==> src/rtl/frame_pkg.sv <==
// frame_pkg: grid geometry, command opcodes and writer states shared with Frame.
package frame_pkg;
   localparam int COLS = 40;
   localparam int ROWS = 30;
   localparam int CHAR_W = 5;
   localparam logic [5:0] COL_MAX = 6'(COLS - 1);
   localparam logic [5:0] ROW_MAX = 6'(ROWS - 1);
   typedef enum logic [1:0] {OP_PUT, OP_NEWLINE, OP_CLEAR, OP_GOTO} op_t;
   typedef enum logic [1:0] {S_CLEAR, S_IDLE, S_LINE_CLR} state_t;
   function automatic logic [5:0] clamp(input logic [5:0] v, input logic [5:0] m);
      return v > m ? m : v;
   endfunction
   function automatic logic [5:0] next_row(input logic [5:0] r);
      return r == ROW_MAX ? 6'd0 : r + 6'd1;
   endfunction
endpackage

==> src/rtl/frame_text_writer_if.sv <==
// frame_text_writer_if: valid/ready console command stream.
interface frame_text_writer_if;
   import frame_pkg::*;
   logic in_valid;
   logic in_ready;
   op_t in_op;
   logic [CHAR_W-1:0] in_char;
   logic [5:0] in_x;
   logic [5:0] in_y;
   modport master(output in_valid, in_op, in_char, in_x, in_y, input in_ready);
   modport slave(input in_valid, in_op, in_char, in_x, in_y, output in_ready);
endinterface

==> src/rtl/frame_cell_walker.sv <==
// frame_cell_walker: row-major cell walk over the whole grid or a single row.
module frame_cell_walker
   import frame_pkg::*;
(
   input  logic       clk,
   input  logic       reset,
   input  logic       start,
   input  logic       row_only,
   input  logic       step,
   input  logic [5:0] start_row,
   output logic [5:0] col,
   output logic [5:0] row,
   output logic       done
);
   logic row_mode;
   assign done = step && col == COL_MAX && (row_mode || row == ROW_MAX);
   always_ff @(posedge clk) begin
      if (reset) begin
         col <= '0;
         row <= '0;
         row_mode <= 1'b0;
      end else if (start) begin
         col <= '0;
         row <= start_row;
         row_mode <= row_only;
      end else if (step) begin
         col <= col == COL_MAX ? 6'd0 : col + 6'd1;
         row <= col == COL_MAX && !row_mode ? next_row(row) : row;
      end
   end
endmodule

==> src/rtl/frame_text_writer.sv <==
// frame_text_writer: console command stream to Frame character-grid writes.
module frame_text_writer
   import frame_pkg::*;
(
   input  logic              clk,
   input  logic              reset,
   frame_text_writer_if.slave cmd,
   output logic [5:0]        x,
   output logic [5:0]        y,
   output logic [CHAR_W-1:0] char_code,
   output logic              we,
   output logic [5:0]        cursor_x,
   output logic [5:0]        cursor_y
);
   state_t state;
   logic [5:0] col, row, nl_y;
   logic done, accept, wrap, walk_start;
   assign cmd.in_ready = state == S_IDLE;
   assign accept = cmd.in_valid && cmd.in_ready;
   assign nl_y = next_row(cursor_y);
   assign wrap = cursor_x == COL_MAX;
   assign walk_start = accept && (cmd.in_op == OP_NEWLINE || cmd.in_op == OP_CLEAR ||
                                  (cmd.in_op == OP_PUT && wrap));
   frame_cell_walker u_walker (
      .clk(clk),
      .reset(reset),
      .start(walk_start),
      .row_only(cmd.in_op != OP_CLEAR),
      .step(state != S_IDLE),
      .start_row(cmd.in_op == OP_CLEAR ? 6'd0 : nl_y),
      .col(col),
      .row(row),
      .done(done)
   );
   // Both clear states emit the walker cell; a PUT overrides the write port.
   always_ff @(posedge clk) begin
      if (reset) begin
         state <= S_CLEAR;
         cursor_x <= '0;
         cursor_y <= '0;
         x <= '0;
         y <= '0;
         char_code <= '0;
         we <= 1'b0;
      end else begin
         we <= state != S_IDLE;
         x <= col;
         y <= row;
         char_code <= '0;
         if (done) begin
            state <= S_IDLE;
            if (state == S_CLEAR) {cursor_x, cursor_y} <= '0;
         end
         if (accept) begin
            case (cmd.in_op)
               OP_PUT: begin
                  we <= 1'b1;
                  x <= cursor_x;
                  y <= cursor_y;
                  char_code <= cmd.in_char;
                  cursor_x <= wrap ? 6'd0 : cursor_x + 6'd1;
                  if (wrap) begin
                     cursor_y <= nl_y;
                     state <= S_LINE_CLR;
                  end
               end
               OP_NEWLINE: begin
                  cursor_x <= '0;
                  cursor_y <= nl_y;
                  state <= S_LINE_CLR;
               end
               OP_CLEAR: state <= S_CLEAR;
               default: begin
                  cursor_x <= clamp(cmd.in_x, COL_MAX);
                  cursor_y <= clamp(cmd.in_y, ROW_MAX);
               end
            endcase
         end
      end
   end
endmodule

==> src/flat_wrapper.sv <==
// flat-port wrapper written by rule: the top's interface ports become plain ports
module frame_text_writer_flat import frame_pkg::*;
  (clk, reset, x, y, char_code, we, cursor_x, cursor_y, cmd_in_valid, cmd_in_op, cmd_in_char, cmd_in_x, cmd_in_y, cmd_in_ready);
  frame_text_writer_if cmd_i ();
  input  logic clk;
  input  logic reset;
  output logic [5:0] x;
  output logic [5:0] y;
  output logic [CHAR_W-1:0] char_code;
  output logic we;
  output logic [5:0] cursor_x;
  output logic [5:0] cursor_y;
  input wire logic [$bits(cmd_i.in_valid)-1:0] cmd_in_valid;
  input wire logic [$bits(cmd_i.in_op)-1:0] cmd_in_op;
  input wire logic [$bits(cmd_i.in_char)-1:0] cmd_in_char;
  input wire logic [$bits(cmd_i.in_x)-1:0] cmd_in_x;
  input wire logic [$bits(cmd_i.in_y)-1:0] cmd_in_y;
  output wire logic [$bits(cmd_i.in_ready)-1:0] cmd_in_ready;
  assign cmd_i.in_valid = cmd_in_valid;
  assign cmd_i.in_op = cmd_in_op;
  assign cmd_i.in_char = cmd_in_char;
  assign cmd_i.in_x = cmd_in_x;
  assign cmd_i.in_y = cmd_in_y;
  assign cmd_in_ready = cmd_i.in_ready;
  frame_text_writer u_core (.clk(clk), .reset(reset), .cmd(cmd_i), .x(x), .y(y), .char_code(char_code), .we(we), .cursor_x(cursor_x), .cursor_y(cursor_y));
endmodule
==> config.mk <==
export PLATFORM = sky130hd
export DESIGN_NAME = frame_text_writer_flat
export DESIGN_NICKNAME = d
export VERILOG_FILES = /design/src/rtl/frame_pkg.sv /design/src/rtl/frame_text_writer_if.sv /design/src/rtl/frame_cell_walker.sv /design/src/rtl/frame_text_writer.sv /design/src/flat_wrapper.sv
export SDC_FILE = /design/constraint.sdc
export NUM_CORES = 1
export LEC_CHECK = 0
export CAP_MARGIN = 5
export CORE_UTILIZATION = 42
export CTS_CLUSTER_SIZE = 16
export DETAILED_ROUTE_END_ITERATION = 8
export GPL_TIMING_DRIVEN = 0
export PLACE_DENSITY = 0.69
export SLEW_MARGIN = 30
export SYNTH_ARGS = -nofsm -noshare
export SYNTH_HDL_FRONTEND = slang
export SYNTH_SLANG_ARGS = --single-unit
==> constraint.sdc <==
create_clock -name clk -period 2.2 [get_ports clk]
set_input_delay 0.44 -clock clk [delete_from_list [all_inputs] [get_ports clk]]
set_output_delay 0.44 -clock clk [all_outputs]
set_load 0.005 [all_outputs]
# Word level (Yosys, flattened, before mapping)
# Index checks and enable logic that the tools add are counted.
classes:
  add_sub_neg: 4
  n_lt_le_gt_ge: 2
  n_eq_ne: 9
  mux: 29
  bitwise_logic: 2
  n_reduce_logical: 17
ops:
  columns: ["operator", "count"]
  rows:
  - ["6-bit two-way mux", 21]
  - ["6-bit case mux with 3 select lines", 2]
  - ["6-bit by 1-bit adder with 6-bit output, second input constant", 4]
  - ["6-bit by 5-bit equality test with 1-bit output, second input constant", 2]
  - ["6-bit equality test, second input constant", 2]
  - ["6-bit by 5-bit > comparator with 1-bit output, second input constant", 1]
  - ["6-bit > comparator, second input constant", 1]
  - ["1-bit logical AND", 6]
  - ["2-bit two-way mux", 3]
  - ["2-bit case mux with 3 select lines", 1]
  - ["2-bit by 1-bit equality test with 1-bit output, second input constant", 2]
  - ["2-bit logical NOT", 2]
  - ["2-bit nonzero test", 2]
  - ["1-bit logical OR", 3]
  - ["3-bit OR reduction", 1]
  - ["2-bit equality test, second input constant", 1]
  - ["1-bit two-way mux", 2]
  - ["2-bit by 1-bit != test with 1-bit output, second input constant", 1]
  - ["2-bit != test, second input constant", 1]
  - ["1-bit inverter", 2]
  - ["2-bit AND reduction", 1]
  - ["2-bit OR reduction", 1]
  - ["1-bit logical NOT", 1]
totals:
  register_bits: 45
  output_inout_bits: 31
  wordCells: 73

# Depth between registers and ports, before layout
# Gate-level depths: netlist of the first run.
logic_depth:
  depth_word: 7
  ltp_mapped: 7
  mapped_depth_nobuf: 7

# Cells and area by module
# Synthesis of the first run repeated with hierarchy kept, for this count alone.
hier_totals:
  cells_unflattened: 290
  hier_area_um2: 2371.0
modules_own_cells:
  columns: ["mod", "instances", "cells_each", "area_each_um2", "seq_area_each_um2"]
  rows:
  - ["frame_text_writer", 1, 207, 1661.6, 640.6]
  - ["frame_cell_walker", 1, 83, 709.4, 260.2]

# Worst setup path after synthesis of the first run
# OpenSTA, ideal clock, no wires.
synth_timing:
  path_kind: "reg-to-reg"
  start: "register u_core.u_walker.col[0]"
  end: "register u_core.u_walker.row[3]"
  setup_ps: 117
  t_arrival_ps: 1855
  t_required_ps: 2083
  slack_ps: 228
  stages_incl_launch_ff: 7
  path_buffers: 0
  path_cell_list: "dfxtp_1 ha_1 or4b_1 or3_4 o21a_1 a21o_1 a32o_1"
synth_between:
  elab_chain_len: 4
synth_rtl:
  columns: ["element", "line", "text"]
  rows:
  - ["from (decl)", "frame_cell_walker.sv:11", "output logic [5:0] col,"]
  - ["from (signal assigned)", "frame_cell_walker.sv:27", "col <= col == COL_MAX ? 6'd0 : col + 6'd1;"]
  - ["6-bit equality test", "frame_cell_walker.sv:28", "row <= col == COL_MAX && !row_mode ? next_row(row) : row;"]
  - ["1-bit logical AND", "frame_cell_walker.sv:28", null]
  - ["2-bit nonzero test (no source line)", null, null]
  - ["2-bit AND reduction (no source line)", null, null]
  - ["to (signal assigned)", "frame_cell_walker.sv:24", "row <= start_row;"]
  - ["to (signal assigned)", "frame_cell_walker.sv:28", null]
  - ["to (decl)", "frame_cell_walker.sv:12", "output logic [5:0] row,"]
# No other way between the ends.
# A chain may end at the register's enable or synchronous reset.

# Final worst setup path of the first run
layout_timing:
  start: "input cmd_in_valid"
  end: "register u_core.cursor_y[2]"
layout_between:
  elab_chain_len: 2
layout_rtl:
  columns: ["element", "line", "text"]
  rows:
  - ["from (decl)", "flat_wrapper.sv:13", "input wire logic [$bits(cmd_i.in_valid)-1:0] cmd_in_valid;"]
  - ["1-bit logical AND", "frame_text_writer.sv:19", "assign accept = cmd.in_valid && cmd.in_ready;"]
  - ["6-bit two-way mux", "frame_text_writer.sv:54", "if (accept) begin"]
  - ["to (signal assigned)", "frame_text_writer.sv:63", "cursor_y <= nl_y;"]
  - ["to (signal assigned)", "frame_text_writer.sv:69", "cursor_y <= nl_y;"]
  - ["to (signal assigned)", "frame_text_writer.sv:75", "cursor_y <= clamp(cmd.in_y, ROW_MAX);"]
  - ["to (decl)", "frame_text_writer.sv:13", "output logic [5:0] cursor_y"]
# No other way between the ends.

==> results of run 1 <==
[logic make-up (layout without fill, tap and decap cells)]
group           count (synthesis)  in the layout  synth area share, %
compound gates                 78             78                24.25
xor+xnor                       10             10                3.807
fa+ha+maj                      10             10                5.438
buf+inv                        21             81                3.426
flops                          45             45                39.15
simple gates                  109            109                23.93
[tightest hold or removal path, stage by stage, from the launching register on]
cell     delay, ns
dfxtp_1       0.34
nand2_1       0.06
a21oi_1       0.06
[worst min-delay path by stage]
stage | startpoint | end | slack [ns] | cells after the start
after floorplan | u_core.state[1] | u_core.state[1] | 0.45 | 2
after global placement | u_core.state[1] | u_core.state[1] | 0.46 | 2
after detailed placement | u_core.state[1] | u_core.state[1] | 0.48 | 2
after CTS | u_core.state[1] | u_core.state[1] | 0.49 | 2
after global routing | u_core.u_walker.col[5] | u_core.x[5] | 0.52 | 2
final | u_core.u_walker.col[5] | u_core.x[5] | 0.50 | 2
[where the power goes]
part | leakage, µW | internal [µW] | total [µW] | switching [µW]
sequential | 0.000364 | 826 | 836 | 10.2
combinational | 0.000668 | 75.4 | 142 | 66.5
clock | 0.0000540 | 330 | 611 | 280
total | 0.00109 | 1230 | 1590 | 357
[flip-flops by register name, summed over array words and instances (netlist names)]
register	cells
u_core.u_walker.row	6
u_core.y	6
u_core.state	2
u_core.u_walker.col	6
u_core.char_code	5
u_core.u_walker.row_mode	1
u_core.x	6
u_core.we	1
u_core.cursor_x	6
u_core.cursor_y	6
[cell type report]
type                            count  area, µm²
Tap cell                           70      87.58
Clock buffer                        5      68.82
Clock inverter                      2      35.03
Buffer                              9      36.28
Timing Repair Buffer               53      528.0
Multi-Input combinational cell    207       1358
Inverter                           12      45.04
Fill cell                         499       2145
Sequential cell                    45      902.1
[metal layers]
metal,wire length (µm),up-vias,share of wire [%]
li1,-,1116,-
met1,2885,1067,47
met2,2796,87,45
met3,366,11,5.9
met4,103,0,1.7
met5,0,-,0
[through the flow]
step / cell area (µm²) / std cells / setup slack, ns
after CTS: 3027 / 403 / 0.02748
after floorplan: 2301 / 273 / 0.2280
after detailed placement: 2909 / 395 / -0.4598
after global routing: 3060 / 403 / -0.002051
final: 3060 / 403 / 0.09307
after global placement: 2909 / 395 / -0.4840
[timing repair]
| item | in CTS | in global routing |
|---|---|---|
| hold endpoints to repair | 0 | 0 |
| setup buffers | 1 | 0 |
| endpoints found under the setup margin | 16 | 24 |
| pin swaps | 2 | 0 |
| resized for setup | 4 | 10 |
[placed cells by master (no fill, tap or decap), types with 3 or more instances in the layout]
cell,count
o211ai_1,5
and3_1,6
ha_1,7
nand2b_1,5
nand2_1,41
clkdlybuf4s50_1,52
a21oi_1,23
xor2_1,7
inv_1,12
o21ai_0,10
dfxtp_1,44
and2_1,4
nor3_1,7
a211oi_1,4
clkbuf_1,7
a31oi_1,3
xnor2_1,3
nand3_1,10
o2bb2ai_1,3
clkbuf_8,5
nand4_1,5
or3_1,5
nor2_1,13
==> results.md, run 1 <==
- Status: finished clean
- Critical path buffer and inverter count: 2
- Vias in the first global route: ~2100
- Hold Vio Cnt, Final: 0
- Final nets: 365
- Min-delay worst type: reg2reg
- Setup-failing EPs final: 0
- Startpoint types: primary input
- Max Cap Viol: 0
- Synth async-reset ratio: 0%
- Crit Path Max Fanout: 10
- Min Tclk post-route: 2.107 ns
- M1 GR Usage: a little under a third
- Area contributors post-synth: dfxtp_1 39%, nand2_1 6.7%, ha_1 5.4%
- Core area: 0.005205 mm²
- Number of standard cells after synthesis: 273
- # clock sinks: 45
- Final Wtd Congestion: 0.8187
- Synth cell types: 54
- Power Density: 519.1 mW/mm²
- CTS tree: built
- Routed Antenna Nets: 0
- Area Overhead vs Synth: 33.01%
- Post-synth top area share: between 30% and 40%
- Critical R2R Capture: u_core.u_walker.row[3]
- Synth area leader: dfxtp_1
- Crit path from: cmd_in_valid
- Crit path required time: approximately 2.4 ns
- Die footprint: about 0.0058 mm²
- Worst-Skew Late Latency: around 0.30 ns
- Iter 0 DRT Violations: 142
- Max Freq: between 0.4 and 0.5 GHz
- Path depth of the worst reg2reg path: 6
- Dpl hpwl: 4546 µm
- CTS H-tree depth: 2
- Syn nets: 305
- Reg2reg start: u_core.u_walker.col[1]
- Crit. End Element: flip-flop
- Sequential area share after synthesis: 39.15%
- Die H: roughly 76 µm
- FP Rows: 26
- Met3 usage: 5.030%
- Post-synth EDFFs: 0
- Tot Pwr: about 1600 µW
- Port bufs: 52
- Layout cells sized above 1: 8.108%
- Final Skew: 0.007188 ns
- Worst-case vdd ir drop: 0.2559 mV
- Commonest cells in the netlist: 45 x dfxtp_1, 41 x nand2_1, 23 x a21oi_1
- Clock slew at reported path FFs: 0.08 ns
- Total Routing Usage GR: 21.73%
- GR Util met2: 33.36%
- DR WL/cell: 15.27 µm
- Clock root cell: clkbuf_8
- Setup TNS Final: 0 ns
- Synth warn: 0
- CP Capture Point: u_core.cursor_y[2]
- Die width: between 70 and 80 µm
- CTS Hold Bufs: 0
- DRT Wirelength: between 6000 and 7000 µm
- Prevailing post-synth register cell: dfxtp_1
- Most frequent cell after synthesis: dfxtp_1
- Crit share post-route: 95.77%
- Most frequent CP cell: o21ai_0
- Syn avg cell area: between 8 and 9 µm²
- Slew Viols, Final: 0
- Reg-to-reg slack, setup: 0.10 ns
- # IOs: 53
- Vias per cell: around 5.7
- Clock buffer depth: 2
- Delay-heaviest family, CP: buffers and inverters
- Max stage delay on crit path: 0.50 ns
- Worst path depth: 6
- Final Util: 58.80%
- Worst-Margin Slew: 0.5898 ns
- TritonRoute pass-1 iters: 4
- Slew headroom: 60.58%
- Arrival time worst endpoint: 2.33 ns
- Cts bufs inserted: 5
- Initial Utilization: 44.21%
- Busiest layer in global routing: met2
- Yosys reg bits: 45
- CP max-delay cell: clkdlybuf4s50_1
- Largest net degree at the start of global routing: 14
- Worst-path cell chain: clkdlybuf4s50_1, nand3b_1, clkbuf_2, nor2_1, o21ai_0, o21ai_0
- Cell Area, Synth: 0.002301 mm²
- Grt ovf: 0
- Initial antenna violation count: 0
- Setup CP Type: in2reg
- RSZ-0062 raised after global routing: true
- First-pass GRT wire length: 10030 µm
- P_leak: 0.001086 µW
- DRC viols: 0
- Vias: 2281
- Worst hold margin: 0.4971 ns
- Diode count: 0
No activity file was read; power rests on OpenSTA's default activity.
==> run 2, diff against run 1 <==
--- a/config.mk
+++ b/config.mk
@@ -11,7 +11,7 @@
 export DETAILED_ROUTE_END_ITERATION = 8
 export GPL_TIMING_DRIVEN = 0
 export PLACE_DENSITY = 0.69
-export SLEW_MARGIN = 30
+export SLEW_MARGIN = 10
 export SYNTH_ARGS = -nofsm -noshare
 export SYNTH_HDL_FRONTEND = slang
 export SYNTH_SLANG_ARGS = --single-unit
==> results of run 2 <==
The final DEF is identical to that of run 1; final timing and power are the same.
==> run 3, diff against run 2 <==
--- a/config.mk
+++ b/config.mk
@@ -6,12 +6,12 @@
 export NUM_CORES = 1
 export LEC_CHECK = 0
 export CAP_MARGIN = 5
+export CORE_MARGIN = 2
 export CORE_UTILIZATION = 42
 export CTS_CLUSTER_SIZE = 16
 export DETAILED_ROUTE_END_ITERATION = 8
 export GPL_TIMING_DRIVEN = 0
-export PLACE_DENSITY = 0.69
-export SLEW_MARGIN = 10
+export PLACE_DENSITY = 0.72
 export SYNTH_ARGS = -nofsm -noshare
 export SYNTH_HDL_FRONTEND = slang
 export SYNTH_SLANG_ARGS = --single-unit
==> constraint.sdc (replaced) <==
create_clock -name clk -period 1.9 [get_ports clk]
set_input_delay 0.38 -clock clk [delete_from_list [all_inputs] [get_ports clk]]
set_output_delay 0.38 -clock clk [all_outputs]
set_load 0.005 [all_outputs]
==> results.md, run 3 (synthesis gave the netlist of run 1 again) <==
- Reg2reg start: u_core.u_walker.col[0]
- Core area: 0.005205 mm²
- Clock slew at reported path FFs: 0.08 ns
- DRT Wirelength: about 6300 µm
- Clock buffer depth: 2
- Cts bufs inserted: 5
- Hold Vio Cnt, Final: 0
- Max Freq: 0.5187 GHz
- Worst hold start: u_core.u_walker.col[5]
- Routed Antenna Nets: 0
- Total Routing Usage GR: approximately a fifth
- TritonRoute pass-1 iters: 4
- Commonest non-fill, non-tap cell in the layout: clkdlybuf4s50_1
- CTS Hold Bufs: 0
- Path depth of the worst reg2reg path: 6
- Slew headroom: 61.37%
- Area Overhead vs Synth: 40.57%
- Worst-path cell chain: ha_4, or4b_1, or3_4, o21a_4, a21o_1, a32o_1
- P_leak: between 0.001 and 0.0015 µW
- Arrival time worst endpoint: approximately 2.1 ns
- DRC viols: 0
- Fin worst setup slack: -0.02797 ns
- Crit. End Element: flip-flop
- # fillers: 474
- Die width: 78.02 µm
- Worst-case vdd ir drop: 0.2458 mV
- Dpl hpwl: 4618 µm
- Final Skew: 0.005365 ns
- Reg-to-reg slack, setup: -0.03 ns
- Slew Viols, Final: 0
- Initial antenna violation count: 0
- # IOs: 53
- Min-delay worst type: reg2reg
- Vias per cell: 5.664
- Final Wtd Congestion: about 0.86
- Worst-Skew Late Latency: 0.29 ns
- Worst path depth: 6
- CTS tree: built
- Crit path required time: between 2 and 2.5 ns
- Highest-count cells in the layout ignoring fill and taps: 50 x clkdlybuf4s50_1, 39 x nand2_1, 37 x dfxtp_1, 22 x a21oi_1, 12 x nor2_1
- Tot Pwr: 1741 µW
- Critical R2R Capture: u_core.u_walker.row[3]
- Crit share post-route: 101.5%
- Worst hold path cell count: 2
- Delay-heaviest family, CP: simple AND/OR/NAND/NOR gates
- Diode count: 0
- Critical path buffer and inverter count: 0
- Port bufs: between 50 and 60
- RSZ-0062 raised after global routing: true
- Startpoint types: flip-flop
- Die footprint: 0.006086 mm²
- Failing checks: negative setup slack
- CP max-delay cell: or4b_1
- Min Tclk post-route: 1.928 ns
- Die H: 78.02 µm
- Status: complete, but fails checks
- CTS H-tree depth: 2
- First-pass GRT wire length: 10270 µm
- Crit Path Max Fanout: 4
- Setup-failing EPs final: 1
- DR WL/cell: 15.38 µm
- Initial Utilization: between 40% and 50%
- Worst-Margin Slew: 0.5794 ns
- Setup CP Type: reg2reg
- Max Cap Viol: 0
- Grt ovf: 0
- Clock root cell: clkbuf_8
- Power Density: 538.3 mW/mm²
- Final nets: 373
- Largest net degree at the start of global routing: 14
- FP Rows: 26
- Iter 0 DRT Violations: between 200 and 250
- Layout cells sized above 1: 17.30%
- Max stage delay on crit path: 0.42 ns
- Hold Path End: u_core.x[5]
- Final Util: 62.14%
- Vias: 2328
- # clock sinks: 45
- Vias in the first global route: between 2000 and 2500
[run 3: metal layers]
layer	GRT usage [%]	routed length [µm]	up-vias
met5	0	0	-
met4	6.140	114	0
met3	3.678	328	14
met2	34.22	2953	72
met1	28.78	2926	1105
li1	-	-	1137
[run 3: worst max-delay path by stage]
stage	start	endpoint
after floorplan	u_core.u_walker.col[1]	u_core.u_walker.row[3]
after global placement	cmd_in_valid	u_core.y[0]
after detailed placement	cmd_in_valid	u_core.x[1]
after CTS	u_core.u_walker.col[0]	u_core.u_walker.row[3]
after global routing	u_core.u_walker.col[0]	u_core.u_walker.row[3]
final	u_core.u_walker.col[0]	u_core.u_walker.row[3]
[run 3: worst min-delay path, delay by kind of cell (launching register included)]
kind,cells,cell delay (ns)
DFF,1,0.34
AOI/OAI and AO/OA,1,0.05
and+or+nand+nor,1,0.06
[run 3: timing repair]
item | in CTS | in global routing
pin swaps | 7 | 3
setup endpoints to repair | 32 | 27
gates resized for setup | 25 | 22
hold endpoints to repair | 0 | 0
buffers inserted | 11 | 0
[run 3: power by group]
part	internal, µW	total, µW	switching (µW)
Sequential	953	965	11.9
Combinational	96.1	182	85.5
Clock	289	594	305
Total	1340	1740	403
[run 3: metrics by stage]
stage,hold slack [ns],setup slack [ns],std cells,TNS (ns),area [µm²]
final,0.4909,-0.02797,411,-0.02797,3234
after global routing,0.5205,-0.08542,411,-0.2833,3234
after CTS,0.4838,-0.01481,412,-0.01481,3173
after detailed placement,0.4738,-0.7147,395,-18.80,2929
after global placement,0.4633,-0.7103,395,-18.55,2929
after floorplan,0.4520,-0.001580,273,-0.001580,2321
[run 3: final cells by class]
| class | count | area (µm²) | share of cell area, % |
|---|---|---|---|
| multi-input combinational | 207 | 1458 | 45.07 |
| timing repair buffer | 63 | 600.6 | 18.57 |
| sequential | 45 | 920.9 | 28.47 |
| clock buffer | 7 | 86.33 | 2.669 |
| tap | 70 | 87.58 | 2.708 |
| inverter | 12 | 45.04 | 1.393 |
| buffer | 7 | 36.28 | 1.122 |
